### src/rtl/bt656_stream_rx_if.sv
// Byte-stream input and decoded pixel/status output bundle of the BT.656 receiver.
// The master side feeds stream bytes; the slave side is the decoder.
interface bt656_stream_rx_if #(
    parameter int PIX_CNT_W  = 12,
    parameter int LINE_CNT_W = 11
);
    logic                  data_en_i;
    logic [7:0]            data_i;
    logic                  pix_valid_o;
    logic [15:0]           pix_data_o;
    logic                  pix_cr_o;
    logic                  sof_o;
    logic                  sav_o;
    logic                  eav_o;
    logic                  field_o;
    logic                  vblank_o;
    logic                  hblank_o;
    logic                  hdr_err_o;
    logic                  locked_o;
    logic [PIX_CNT_W-1:0]  line_pixels_o;
    logic [LINE_CNT_W-1:0] field_lines_o;

    modport master (
        output data_en_i, data_i,
        input  pix_valid_o, pix_data_o, pix_cr_o, sof_o, sav_o, eav_o,
               field_o, vblank_o, hblank_o, hdr_err_o, locked_o,
               line_pixels_o, field_lines_o
    );

    modport slave (
        input  data_en_i, data_i,
        output pix_valid_o, pix_data_o, pix_cr_o, sof_o, sav_o, eav_o,
               field_o, vblank_o, hblank_o, hdr_err_o, locked_o,
               line_pixels_o, field_lines_o
    );
endinterface

### src/rtl/bt656_stream_rx.sv
// ITU-R BT.656 byte-stream decoder: timing-reference hunting, XY checking,
// {C,Y} pixel packing and line/field size measurement.
module bt656_stream_rx #(
    parameter int PIX_CNT_W  = 12,
    parameter int LINE_CNT_W = 11
) (
    input  logic                   clk,
    input  logic                   rstn,
    bt656_stream_rx_if.slave       bus
);

    typedef enum logic [2:0] {
        S_BLANK,
        S_ACTIVE,
        S_P1,
        S_P2,
        S_P3
    } state_t;

    state_t                state;
    logic                  phase;
    logic                  chroma_cr;
    logic                  prev_v;
    logic                  sof_pend;
    logic [7:0]            c_byte;
    logic [PIX_CNT_W-1:0]  pix_cnt;
    logic [LINE_CNT_W-1:0] line_cnt;

    logic xy_f, xy_v, xy_h, xy_ok;

    assign xy_f  = bus.data_i[6];
    assign xy_v  = bus.data_i[5];
    assign xy_h  = bus.data_i[4];
    assign xy_ok = bus.data_i[7]
                 && (bus.data_i[3] == (xy_v ^ xy_h))
                 && (bus.data_i[2] == (xy_f ^ xy_h))
                 && (bus.data_i[1] == (xy_f ^ xy_v))
                 && (bus.data_i[0] == (xy_f ^ xy_v ^ xy_h));

    // A header error also discards the partial line so a following EAV does not commit it.
    always_ff @(posedge clk) begin
        if (!rstn) begin
            state             <= S_BLANK;
            phase             <= 1'b0;
            chroma_cr         <= 1'b0;
            prev_v            <= 1'b1;
            sof_pend          <= 1'b0;
            c_byte            <= '0;
            pix_cnt           <= '0;
            line_cnt          <= '0;
            bus.pix_valid_o   <= 1'b0;
            bus.pix_data_o    <= '0;
            bus.pix_cr_o      <= 1'b0;
            bus.sof_o         <= 1'b0;
            bus.sav_o         <= 1'b0;
            bus.eav_o         <= 1'b0;
            bus.field_o       <= 1'b0;
            bus.vblank_o      <= 1'b0;
            bus.hblank_o      <= 1'b0;
            bus.hdr_err_o     <= 1'b0;
            bus.locked_o      <= 1'b0;
            bus.line_pixels_o <= '0;
            bus.field_lines_o <= '0;
        end else begin
            bus.pix_valid_o <= 1'b0;
            bus.sof_o       <= 1'b0;
            bus.sav_o       <= 1'b0;
            bus.eav_o       <= 1'b0;
            bus.hdr_err_o   <= 1'b0;

            if (bus.data_en_i) begin
                if (bus.data_i == 8'hFF) begin
                    state <= S_P1;
                end else begin
                    case (state)
                        S_BLANK: begin
                            state <= S_BLANK;
                        end

                        S_ACTIVE: begin
                            if (!phase) begin
                                c_byte <= bus.data_i;
                                phase  <= 1'b1;
                            end else begin
                                phase           <= 1'b0;
                                bus.pix_valid_o <= 1'b1;
                                bus.pix_data_o  <= {c_byte, bus.data_i};
                                bus.pix_cr_o    <= chroma_cr;
                                bus.sof_o       <= sof_pend;
                                sof_pend        <= 1'b0;
                                chroma_cr       <= ~chroma_cr;
                                if (pix_cnt != '1)
                                    pix_cnt <= pix_cnt + PIX_CNT_W'(1);
                            end
                        end

                        S_P1, S_P2: begin
                            if (bus.data_i == 8'h00) begin
                                state <= (state == S_P1) ? S_P2 : S_P3;
                            end else begin
                                state         <= S_BLANK;
                                bus.hdr_err_o <= 1'b1;
                                bus.locked_o  <= 1'b0;
                                pix_cnt       <= '0;
                            end
                        end

                        S_P3: begin
                            if (!xy_ok) begin
                                state         <= S_BLANK;
                                bus.hdr_err_o <= 1'b1;
                                bus.locked_o  <= 1'b0;
                                pix_cnt       <= '0;
                            end else begin
                                bus.field_o  <= xy_f;
                                bus.vblank_o <= xy_v;
                                bus.hblank_o <= xy_h;
                                if (xy_h) begin
                                    state        <= S_BLANK;
                                    bus.eav_o    <= 1'b1;
                                    bus.locked_o <= 1'b1;
                                    pix_cnt      <= '0;
                                    prev_v       <= xy_v;
                                    if (!xy_v && (pix_cnt != '0)) begin
                                        bus.line_pixels_o <= pix_cnt;
                                        line_cnt          <= line_cnt + LINE_CNT_W'(1);
                                    end
                                    if (xy_v && !prev_v) begin
                                        bus.field_lines_o <= line_cnt;
                                        line_cnt          <= '0;
                                    end
                                end else begin
                                    bus.sav_o <= 1'b1;
                                    if (!xy_v) begin
                                        state     <= S_ACTIVE;
                                        phase     <= 1'b0;
                                        chroma_cr <= 1'b0;
                                        pix_cnt   <= '0;
                                        sof_pend  <= prev_v;
                                    end else begin
                                        state <= S_BLANK;
                                    end
                                end
                            end
                        end

                        default: begin
                            state <= S_BLANK;
                        end
                    endcase
                end
            end
        end
    end

endmodule

### src/flat_wrapper.sv
// flat-port wrapper written by rule: the top's interface ports become plain ports
module bt656_stream_rx_flat 
#(
    parameter int PIX_CNT_W  = 12,
    parameter int LINE_CNT_W = 11
)
  (clk, rstn, bus_data_en_i, bus_data_i, bus_pix_valid_o, bus_pix_data_o, bus_pix_cr_o, bus_sof_o, bus_sav_o, bus_eav_o, bus_field_o, bus_vblank_o, bus_hblank_o, bus_hdr_err_o, bus_locked_o, bus_line_pixels_o, bus_field_lines_o);
  bt656_stream_rx_if #(.PIX_CNT_W(PIX_CNT_W), .LINE_CNT_W(LINE_CNT_W)) bus_i ();
  input  logic clk;
  input  logic rstn;
  input wire logic [$bits(bus_i.data_en_i)-1:0] bus_data_en_i;
  input wire logic [$bits(bus_i.data_i)-1:0] bus_data_i;
  output wire logic [$bits(bus_i.pix_valid_o)-1:0] bus_pix_valid_o;
  output wire logic [$bits(bus_i.pix_data_o)-1:0] bus_pix_data_o;
  output wire logic [$bits(bus_i.pix_cr_o)-1:0] bus_pix_cr_o;
  output wire logic [$bits(bus_i.sof_o)-1:0] bus_sof_o;
  output wire logic [$bits(bus_i.sav_o)-1:0] bus_sav_o;
  output wire logic [$bits(bus_i.eav_o)-1:0] bus_eav_o;
  output wire logic [$bits(bus_i.field_o)-1:0] bus_field_o;
  output wire logic [$bits(bus_i.vblank_o)-1:0] bus_vblank_o;
  output wire logic [$bits(bus_i.hblank_o)-1:0] bus_hblank_o;
  output wire logic [$bits(bus_i.hdr_err_o)-1:0] bus_hdr_err_o;
  output wire logic [$bits(bus_i.locked_o)-1:0] bus_locked_o;
  output wire logic [$bits(bus_i.line_pixels_o)-1:0] bus_line_pixels_o;
  output wire logic [$bits(bus_i.field_lines_o)-1:0] bus_field_lines_o;
  assign bus_i.data_en_i = bus_data_en_i;
  assign bus_i.data_i = bus_data_i;
  assign bus_pix_valid_o = bus_i.pix_valid_o;
  assign bus_pix_data_o = bus_i.pix_data_o;
  assign bus_pix_cr_o = bus_i.pix_cr_o;
  assign bus_sof_o = bus_i.sof_o;
  assign bus_sav_o = bus_i.sav_o;
  assign bus_eav_o = bus_i.eav_o;
  assign bus_field_o = bus_i.field_o;
  assign bus_vblank_o = bus_i.vblank_o;
  assign bus_hblank_o = bus_i.hblank_o;
  assign bus_hdr_err_o = bus_i.hdr_err_o;
  assign bus_locked_o = bus_i.locked_o;
  assign bus_line_pixels_o = bus_i.line_pixels_o;
  assign bus_field_lines_o = bus_i.field_lines_o;
  bt656_stream_rx #(.PIX_CNT_W(PIX_CNT_W), .LINE_CNT_W(LINE_CNT_W)) u_core (.clk(clk), .rstn(rstn), .bus(bus_i));
endmodule
### config.mk
export PLATFORM = sky130hd
export DESIGN_NAME = bt656_stream_rx_flat
export DESIGN_NICKNAME = d
export VERILOG_FILES = /design/src/rtl/bt656_stream_rx_if.sv /design/src/rtl/bt656_stream_rx.sv /design/src/flat_wrapper.sv
export SDC_FILE = /design/constraint.sdc
export NUM_CORES = 1
export LEC_CHECK = 0
export ABC_AREA = 1
export ABC_CLOCK_PERIOD_IN_PS = 3100
export CORE_MARGIN = 2
export CORE_UTILIZATION = 40
export DETAILED_ROUTE_END_ITERATION = 12
export SLEW_MARGIN = 30
export SYNTH_ARGS = -nofsm -noshare
export SYNTH_HDL_FRONTEND = slang
export SYNTH_SLANG_ARGS = --single-unit
### constraint.sdc
create_clock -name clk -period 3.1 [get_ports clk]
set_clock_uncertainty 0.1 [all_clocks]
set_input_delay 0.465 -clock clk [delete_from_list [all_inputs] [get_ports clk]]
set_output_delay 0.465 -clock clk [all_outputs]
set_load 0.05 [all_outputs]
==> results of run 1 <==
power by group:
part	internal (mW)	switching [mW]
clock	0.576	0.390
combinational	0.0612	0.125
sequential	1.13	0.0156
total	1.77	0.531
cells in the final DEF, fill, tap and decap left out, types with 5 or more instances in the layout:
master           netlist  layout
nand2_1              118     118
nor3_1                 6       6
buf_4                  1      11
clkbuf_8               0      11
nand4_1               29      29
inv_1                 46      46
inv_2                  9       9
a21oi_1               75      75
o21ai_0               33      33
ha_1                   6       6
nand3_1               40      40
xor2_1                 5       5
clkdlybuf4s50_1        0      59
nor2_1                52      52
dfxtp_1               87      87
final cells by class:
| type | instances | area share |
|---|---|---|
| multi-input cells | 402 | 0.399 |
| flip-flops and latches | 87 | 0.345 |
| clock inverters | 3 | 0.0179 |
| repair buffers | 70 | 0.133 |
| clock buffers | 12 | 0.0308 |
| inverters | 55 | 0.0409 |
| well taps | 133 | 0.0330 |
metrics by stage:
stage | worst slack [ns] | instance area [sq um]
2_1_floorplan | 1.05 | 4080
3_3_place_gp | 0.169 | 4800
3_5_place_dp | 0.116 | 4800
4_1_cts | 0.496 | 5040
5_1_grt | 0.299 | 5040
6_report | 0.496 | 5040
flip-flops by register name, summed over array words and instances (netlist names), 3 cells and up:
signal                    cells
u_core.c_byte                 8
u_core.bus.line_pixels_o     12
u_core.pix_cnt               12
u_core.line_cnt              11
u_core.bus.field_lines_o     11
u_core.bus.pix_data_o        16
u_core.state                  3
layer usage:
layer	routed length [um]	track usage	part of all wire
met1	4850	0.254	0.48
met2	4700	0.319	0.46
met3	485	0.0499	0.048
met4	129	0.0486	0.013
met5	0	0	0
Yosys cell counts, drive strengths merged, types with 3 or more instances:
master    n  area, sq um
a21oi    76          384
inv      55          206
xor2      5         43.8
o211ai    3         22.5
buf      12         68.8
nand4    29          181
dfxtp    87         1740
ha        6         75.1
nand2   125          502
nand3    42          220
o21ai    37          185
nor2     58          251
nor3b     3         22.5
nor3      7         40.0
clkbuf   15         56.3
path summary, 6_finish.rpt:
kind / cells past startpoint / slack [ns] / endpoint / startpoint
worst min register to register: 2 / 0.36 / u_core.c_byte[1]$_SDFFE_PN0P_ / u_core.c_byte[1]$_SDFFE_PN0P_
worst max-delay path: 13 / 0.50 / u_core.bus.line_pixels_o[4]$_SDFFE_PN0P_ / bus_data_i[4]
worst max register to register: 10 / 0.88 / u_core.pix_cnt[4]$_SDFFE_PN0P_ / u_core.pix_cnt[0]$_SDFFE_PN0P_
worst min-delay path: 2 / 0.36 / u_core.c_byte[1]$_SDFFE_PN0P_ / u_core.c_byte[1]$_SDFFE_PN0P_
logic make-up (layout without fill, tap and decap cells):
family          count (synthesis)  after routing  synth area share
xor+xnor                        6              6            0.0129
flops                          87             87             0.426
fa+ha+maj                       6              6            0.0184
compound gates                122            122             0.156
buf+inv                        82            140            0.0812
simple gates                  268            268             0.305
worst max-delay path: stages:
cell and delay, ns:
clkdlybuf4s50_1 0.48, inv_1 0.12, ha_1 0.33, nand2_1 0.07
nand2_1 0.04, nor2_1 0.08, nand2_1 0.07, nor2_2 0.12
nand2_4 0.10, inv_2 0.21, nand3_1 0.38, nand2_1 0.17
a21oi_1 0.07
==> out/metrics.yaml, run 1 <==
timing:
  fin_crit_sh: 0.840
  holdWs_ns: 0.358
  slew_violations: 0
  setup_viol: 0
  fmax_ghz: 0.384
  final.setup.tns_ns: 0
  finalHoldViolations: 0
  min_period_ns: 2.60
  tightest_slew_ns: 0.796
  grt_setup_unrepaired: "no"
  slew_headroom: 0.469
cells_and_area:
  area_growth_syn_to_layout_pct: 23.5
  sequential_cell_area_sq_um: 1740
  drive_gt1_frac: 0.0827
  diodes: 0
  fin_nets: 642
  final_cells: 762
  utilization: 0.511
  multiInputGateArea_sq_um: 2010
  fillers: 970
die:
  core_sq_um: 9860
  dieArea_sq_um: 11000
  start_util: 0.414
  io_pins: 60
  die_w_um: 105
  row_count: 36
  die_y_um: 105
yosys:
  synth_cells: 571
  syn_area_per_cell_sq_um: 7.15
  synth_edf_count: 0
  synth.cell_area_sq_um: 4080
  synthFlopType: "dfxtp_1"
  ys_ff_latch: 87
  synth_cell_types: 35
  yosys_warnings: 0
  synth_nets: 588
  async_reset_ff_frac: 0
  seq_area_frac_synth: 0.426
cts:
  root_buffer: "clkbuf_8"
  clk_pin_slew_ns: 0.09
  cts_resized: 0
  post_cts_buffers: 0
  clock_path_buffers: 2
  clk_latency_ns: 0.35
  cts_hold_buf: 0
  cts_tree: "yes"
  numCtsBuffers: 9
  h-tree-depth: 3
  clock_sinks: 87
grt:
  grt_overflow: 0
  track_usage: 0.194
  antenna_found_initial: 0
  grt_start_max_net_pins: 46
  grt_pass1_vias: 3763
  grt_pass1_wl_um: 17600
placement:
  place_inst: 747
  place_congestion: 0.832
  place_hpwl_um: 7120
  portBuffers: 59
drt:
  drc: 0
  drtIter0Drc: 167
  wl_per_cell_um: 13.3
  via_per_inst: 5.11
  vias: 3896
  dr.pass1.iters: 4
  antenna_left: 0
  routed_wl_um: 10200
run_status:
  status: "complete, no violations"
critical_path:
  worstPathMaxFanout: 16
  crit_path_start_kind: "primary input"
  critPathRequiredTime_ns: 3.21
  crit_type: "primary input to flop"
  endpoint_kind: "flop"
  cp.arrival_ns: 2.71
pwr:
  p_leak_nw: 1.95
  ir_drop_v: 0.000319
  power_density_nw_per_um2: 455
  power_mw: 2.30
worst_hold_path:
  min_path_type: "flop to flop"
flow_run:
  maxCapViolations: 0
Power figures use the tool's default switching activity.
==> inputs of run 2 (changes only) <==
Settings changed: ABC_CLOCK_PERIOD_IN_PS 3100 to 2260.
Clock period 3.1 ns to 2.26 ns, I/O delays scaled along.
==> out/metrics.yaml, run 2 (synthesis results as in run 1) <==
run_status:
  status: "complete, no violations"
timing:
  fin_crit_sh: 0.949
  grt_setup_unrepaired: "yes"
  slew_headroom: 0.654
  finalHoldViolations: 0
  tightest_slew_ns: 0.518
  fmax_ghz: 0.466
  setup_viol: 0
  slew_violations: 0
  holdWs_ns: 0.361
  min_period_ns: 2.14
pwr:
  p_leak_nw: 2.11
  ir_drop_v: 0.000349
  power_frac_comb: 0.099
  power_density_nw_per_um2: 559
  p_sw_frac: 0.253
  switching_power_uw: 752
  power.internal_mw: 2.22
  p_clk_frac: 0.374
  p_seq_frac: 0.527
drt:
  drc: 0
  dr.pass1.iters: 4
  via_per_inst: 5.09
  wl_met3_um: 485
  antenna_left: 0
  vias: 4048
  wl_met1_um: 4890
  wl_per_cell_um: 13.3
  wl_met2_um: 5010
  dr.max_layer_used: "met4"
  routed_wl_um: 10600
  drtIter0Drc: 180
critical_path:
  cp_top_family: "simple AND/OR/NAND/NOR gates"
  endpoint_kind: "flop"
  timing.rr.start: "u_core.state[0]$_SDFFE_PN0P_"
  cpPeakStageDelay_ns: 0.51
  worstPathMaxFanout: 7
  crit_path_start_kind: "primary input"
  critPathRequiredTime_ns: 2.44
  startpoint: "bus_data_i[5]"
  cpMostUsedCell: "nand2_1"
  cp.arrival_ns: 2.33
  cp_slowest_cell: "clkdlybuf4s50_1"
  crit_chain: "clkdlybuf4s50_1 > inv_2 > ha_1 > nand2_1 > nand2_1 > nor2_1 > nand2_1 > nor2_2 > nand2_4 > nor2_8 > nand2_4 > buf_4 > nand3_1 > nand2_1 > a21oi_1"
  crit_type: "primary input to flop"
  crit_buf_inv: 3
cts:
  clock_path_buffers: 2
  root_buffer: "clkbuf_8"
  cts_tree: "yes"
  numCtsBuffers: 9
  clk_pin_slew_ns: 0.09
  cts_hold_buf: 0
  clock_sinks: 87
  h-tree-depth: 3
  clk_latency_ns: 0.35
die:
  die_y_um: 105
  core_sq_um: 9860
  die_w_um: 105
  row_count: 36
  io_pins: 60
  dieArea_sq_um: 11000
  start_util: 0.414
cells_and_area:
  top_regs: "u_core.bus.pix_data_o x16, u_core.bus.line_pixels_o x12, u_core.pix_cnt x12"
  final_cells: 796
  drive_gt1_frac: 0.134
  final_common_cell: "nand2_1"
  multiInputGateArea_sq_um: 2020
  largest_reg_flops: 16
  fin_nets: 676
  layout_common_cells: "nand2_1 (118), dfxtp_1 (87), a21oi_1 (75), clkdlybuf4s50_1 (59), nor2_1 (52)"
  sequential_cell_area_sq_um: 1740
  utilization: 0.538
  diodes: 0
  regMostFlops: "u_core.bus.pix_data_o"
  area_growth_syn_to_layout_pct: 30.0
  fillers: 939
  stdcell_area_sq_um: 5310
flow_run:
  maxCapViolations: 0
grt:
  grt_overflow: 0
  antenna_found_initial: 0
  grt_pass1_vias: 3902
  grt_pass1_wl_um: 18000
  track_usage: 0.198
  grt_start_max_net_pins: 31
worst_hold_path:
  min_from: "u_core.c_byte[4]$_SDFFE_PN0P_"
  min_path_type: "flop to flop"
placement:
  portBuffers: 59
  place_hpwl_um: 7600
  place_inst: 781
  place_congestion: 0.883
  place_area_sq_um: 5100
[run 2: worst paths after layout]
path	to	slack [ns]	depth (start not counted)
max	u_core.pix_cnt[11]$_SDFFE_PN0P_	0.12	15
min	u_core.c_byte[4]$_SDFFE_PN0P_	0.36	2
max reg2reg	u_core.bus.line_pixels_o[7]$_SDFFE_PN0P_	0.33	8
min reg2reg	u_core.c_byte[4]$_SDFFE_PN0P_	0.36	2
[run 2: repair_timing]
action / CTS / global route
resized for setup: 0 / 3
setup endpoints to repair: 0 / 6
buffers inserted: 0 / 0
[run 2: tightest hold or removal path, delay by kind of cell (launching register included)]
family / cells / cell delay, ns
AO/OA/AOI/OAI: 1 / 0.06
buffers and inverters: 1 / 0.06
flip-flops: 1 / 0.30
[run 2: layer usage]
layer	global-route usage	up-vias
met3	0.0449	15
met4	0.0648	0
met2	0.332	103
li1	-	2073
met1	0.251	1857
met5	0	-
[run 2: layout make-up]
class,instances,share of cell area
multi-input cells,402,0.380
flip-flops and latches,87,0.328
repair buffers,104,0.184
inverters,55,0.0389
well taps,133,0.0313
clock buffers,11,0.0285
clock inverters,4,0.00848
[run 2: through the flow]
stage	setup TNS, ns	setup WS (ns)	total power, mW
finish	0	0.116	2.97
global placement	-7.67	-0.195	1.89
CTS	0	0.138	3.00
floorplan	0	0.336	1.77
global route	-0.00311	-0.00311	3.10
detailed placement	-11.11	-0.257	1.89
[run 2: power by group through the flow]
stage	Sequential (mW)	Clock, mW	Combinational [mW]
finish	1.56	1.11	0.296
global route	1.57	1.21	0.328
CTS	1.56	1.14	0.293
detailed placement	1.60	0	0.292
global placement	1.60	0	0.287
floorplan	1.60	0	0.171
==> inputs of run 3 (changes only) <==
Settings changed: ABC_AREA 1 to not set.
==> out/metrics.yaml, run 3 <==
run_status:
  status: "complete, no violations"
cts:
  clock_path_buffers: 2
  root_buffer: "clkbuf_8"
  clk_latency_ns: 0.37
  clk_pin_slew_ns: 0.10
  clock_sinks: 87
  cts_hold_buf: 0
  h-tree-depth: 3
  numCtsBuffers: 9
  cts_tree: "yes"
flow_run:
  maxCapViolations: 0
timing:
  setup_viol: 0
  finalHoldViolations: 0
  slew_violations: 0
  final.setup.tns_ns: 0
  fin_crit_sh: 0.975
  slew_headroom: 0.634
  min_period_ns: 2.20
  fmax_ghz: 0.454
  tightest_slew_ns: 0.550
critical_path:
  crit_path_start_kind: "primary input"
  crit_type: "primary input to flop"
  critPathRequiredTime_ns: 2.47
  crit_buf_inv: 4
  crit_chain: "dlygate4sd2_1 > buf_6 > buf_4 > xnor2_1 > o21ai_2 > nand3_2 > buf_6 > or3_4 > or4_1 > a21boi_1"
  cp_slowest_cell: "or4_1"
  cp.arrival_ns: 2.41
  cpMostUsedCell: "buf_6"
  worstPathMaxFanout: 5
  endpoint_kind: "flop"
  cpPeakStageDelay_ns: 0.47
  cp_top_family: "simple AND/OR/NAND/NOR gates"
placement:
  place_area_sq_um: 5220
  place_hpwl_um: 7240
  place_inst: 686
  portBuffers: 59
  place_congestion: 0.917
cells_and_area:
  drive_gt1_frac: 0.179
  diodes: 0
  final_cells: 708
  regMostFlops: "u_core.bus.pix_data_o"
  largest_reg_flops: 16
  top_regs: "u_core.bus.pix_data_o x16, u_core.bus.line_pixels_o x12, u_core.pix_cnt x12"
  layout_common_cells: "dfxtp_1 (87), nand2_1 (63), buf_4 (55), clkdlybuf4s50_1 (51), nor2b_1 (38)"
  stdcell_area_sq_um: 5570
  area_growth_syn_to_layout_pct: 37.1
  fin_nets: 587
  final_common_cell: "dfxtp_1"
yosys:
  synthMostInstantiatedCell: "dfxtp_1"
  yosys_warnings: 0
  ys_ff_latch: 87
  syn_area_per_cell_sq_um: 8.73
  synthTopCellsByArea: "dfxtp_1 (43%), mux2i_1 (7.9%), nor2b_1 (5.9%)"
  synth_common_cells: "dfxtp_1 (87), nand2_1 (63), nor2b_1 (38)"
  synth_edf_count: 0
  synth_cells: 465
  yosysTopAreaCell: "dfxtp_1"
  yosys.area.top_type_share: 0.429
  synthFlopType: "dfxtp_1"
  synth_nets: 482
  seq_area_frac_synth: 0.429
  synth.cell_area_sq_um: 4060
  async_reset_ff_frac: 0
  synth_cell_types: 57
grt:
  grt_overflow: 0
  antenna_found_initial: 0
  grt_pass1_vias: 3555
  grt_start_max_net_pins: 64
  track_usage: 0.196
  grt_pass1_wl_um: 17500
pwr:
  p_leak_nw: 2.15
  power_density_nw_per_um2: 534
  ir_drop_v: 0.000362
die:
  die_y_um: 105
  dieArea_sq_um: 11000
  start_util: 0.413
  io_pins: 60
  die_w_um: 105
  row_count: 36
  core_sq_um: 9820
drt:
  antenna_left: 0
  dr.pass1.iters: 5
  drc: 0
  via_per_inst: 5.22
  vias: 3696
  drtIter0Drc: 146
  wl_per_cell_um: 15.0
  routed_wl_um: 10600
worst_hold_path:
  min_path_type: "flop to flop"
## run 3: routing by layer
metal / wire length (um) / share of wire / up-vias / GRT usage
met5: 0 / 0 / - / 0
met4: 179 / 0.017 / 0 / 0.0676
met3: 469 / 0.044 / 19 / 0.0393
met2: 4930 / 0.47 / 101 / 0.319
met1: 5010 / 0.47 / 1727 / 0.257
li1: - / - / 1849 / -
## run 3: what timing repair did
item	CTS	global route
buffers inserted	5	0
endpoints found under the setup margin	52	45
gates cloned	0	1
pin swaps	6	0
resized for setup	14	13
## run 3: metrics by stage
stage	hold slack [ns]	util	total power, mW	setup WS, ns
2_1_floorplan	0.319	-	1.70	-0.0313
3_3_place_gp	0.349	0.531	1.81	-0.563
3_5_place_dp	0.355	0.531	1.81	-0.547
4_1_cts	0.369	0.560	2.99	0.00556
5_1_grt	0.386	0.567	3.09	-0.0149
6_report	0.366	0.567	2.98	0.0558
## run 3: worst register-to-register path, cell delays in order (launching register included)
cell and delay [ns]:
dfxtp_1 0.39, or3b_2 0.55, nor4_4 0.33, nor4_1 0.09, o31ai_1 0.13, buf_4 0.25
a21oi_1 0.05, o21ai_0 0.16
## run 3: worst paths after layout
kind              slack (ns)  cells after the start                                     to                                  start
hold reg to reg         0.37                      2  u_core.bus.pix_data_o[5]$_SDFFE_PN0P_  u_core.bus.pix_data_o[5]$_SDFFE_PN0P_
setup / recovery        0.06                     10        u_core.line_cnt[7]$_SDFFE_PN0P_                          bus_data_i[5]
hold / removal          0.37                      2  u_core.bus.pix_data_o[5]$_SDFFE_PN0P_  u_core.bus.pix_data_o[5]$_SDFFE_PN0P_
setup reg to reg        0.15                      7         u_core.pix_cnt[3]$_SDFFE_PN0P_           u_core.state[0]$_SDFFE_PN0P_
## run 3: power by group
part	internal, mW	switching, mW
logic	0.124	0.136
registers	1.53	0.00242
clock network	0.559	0.619
total	2.22	0.757
## run 3: cell families after synthesis
logic type      synth area share
buf+inv                   0.0385
mux                       0.0789
compound gates             0.153
xor+xnor                  0.0108
flops                      0.429
simple gates               0.271
fa+ha+maj                 0.0185
## run 3: cell type report
type,instances,area [sq um]
Clock buffer,10,138
Multi-Input combinational cell,344,2290
Fill cell,947,4250
Sequential cell,87,1740
Timing Repair Buffer,122,1120
Tap cell,133,166
Clock inverter,6,75.1
Inverter,6,32.5
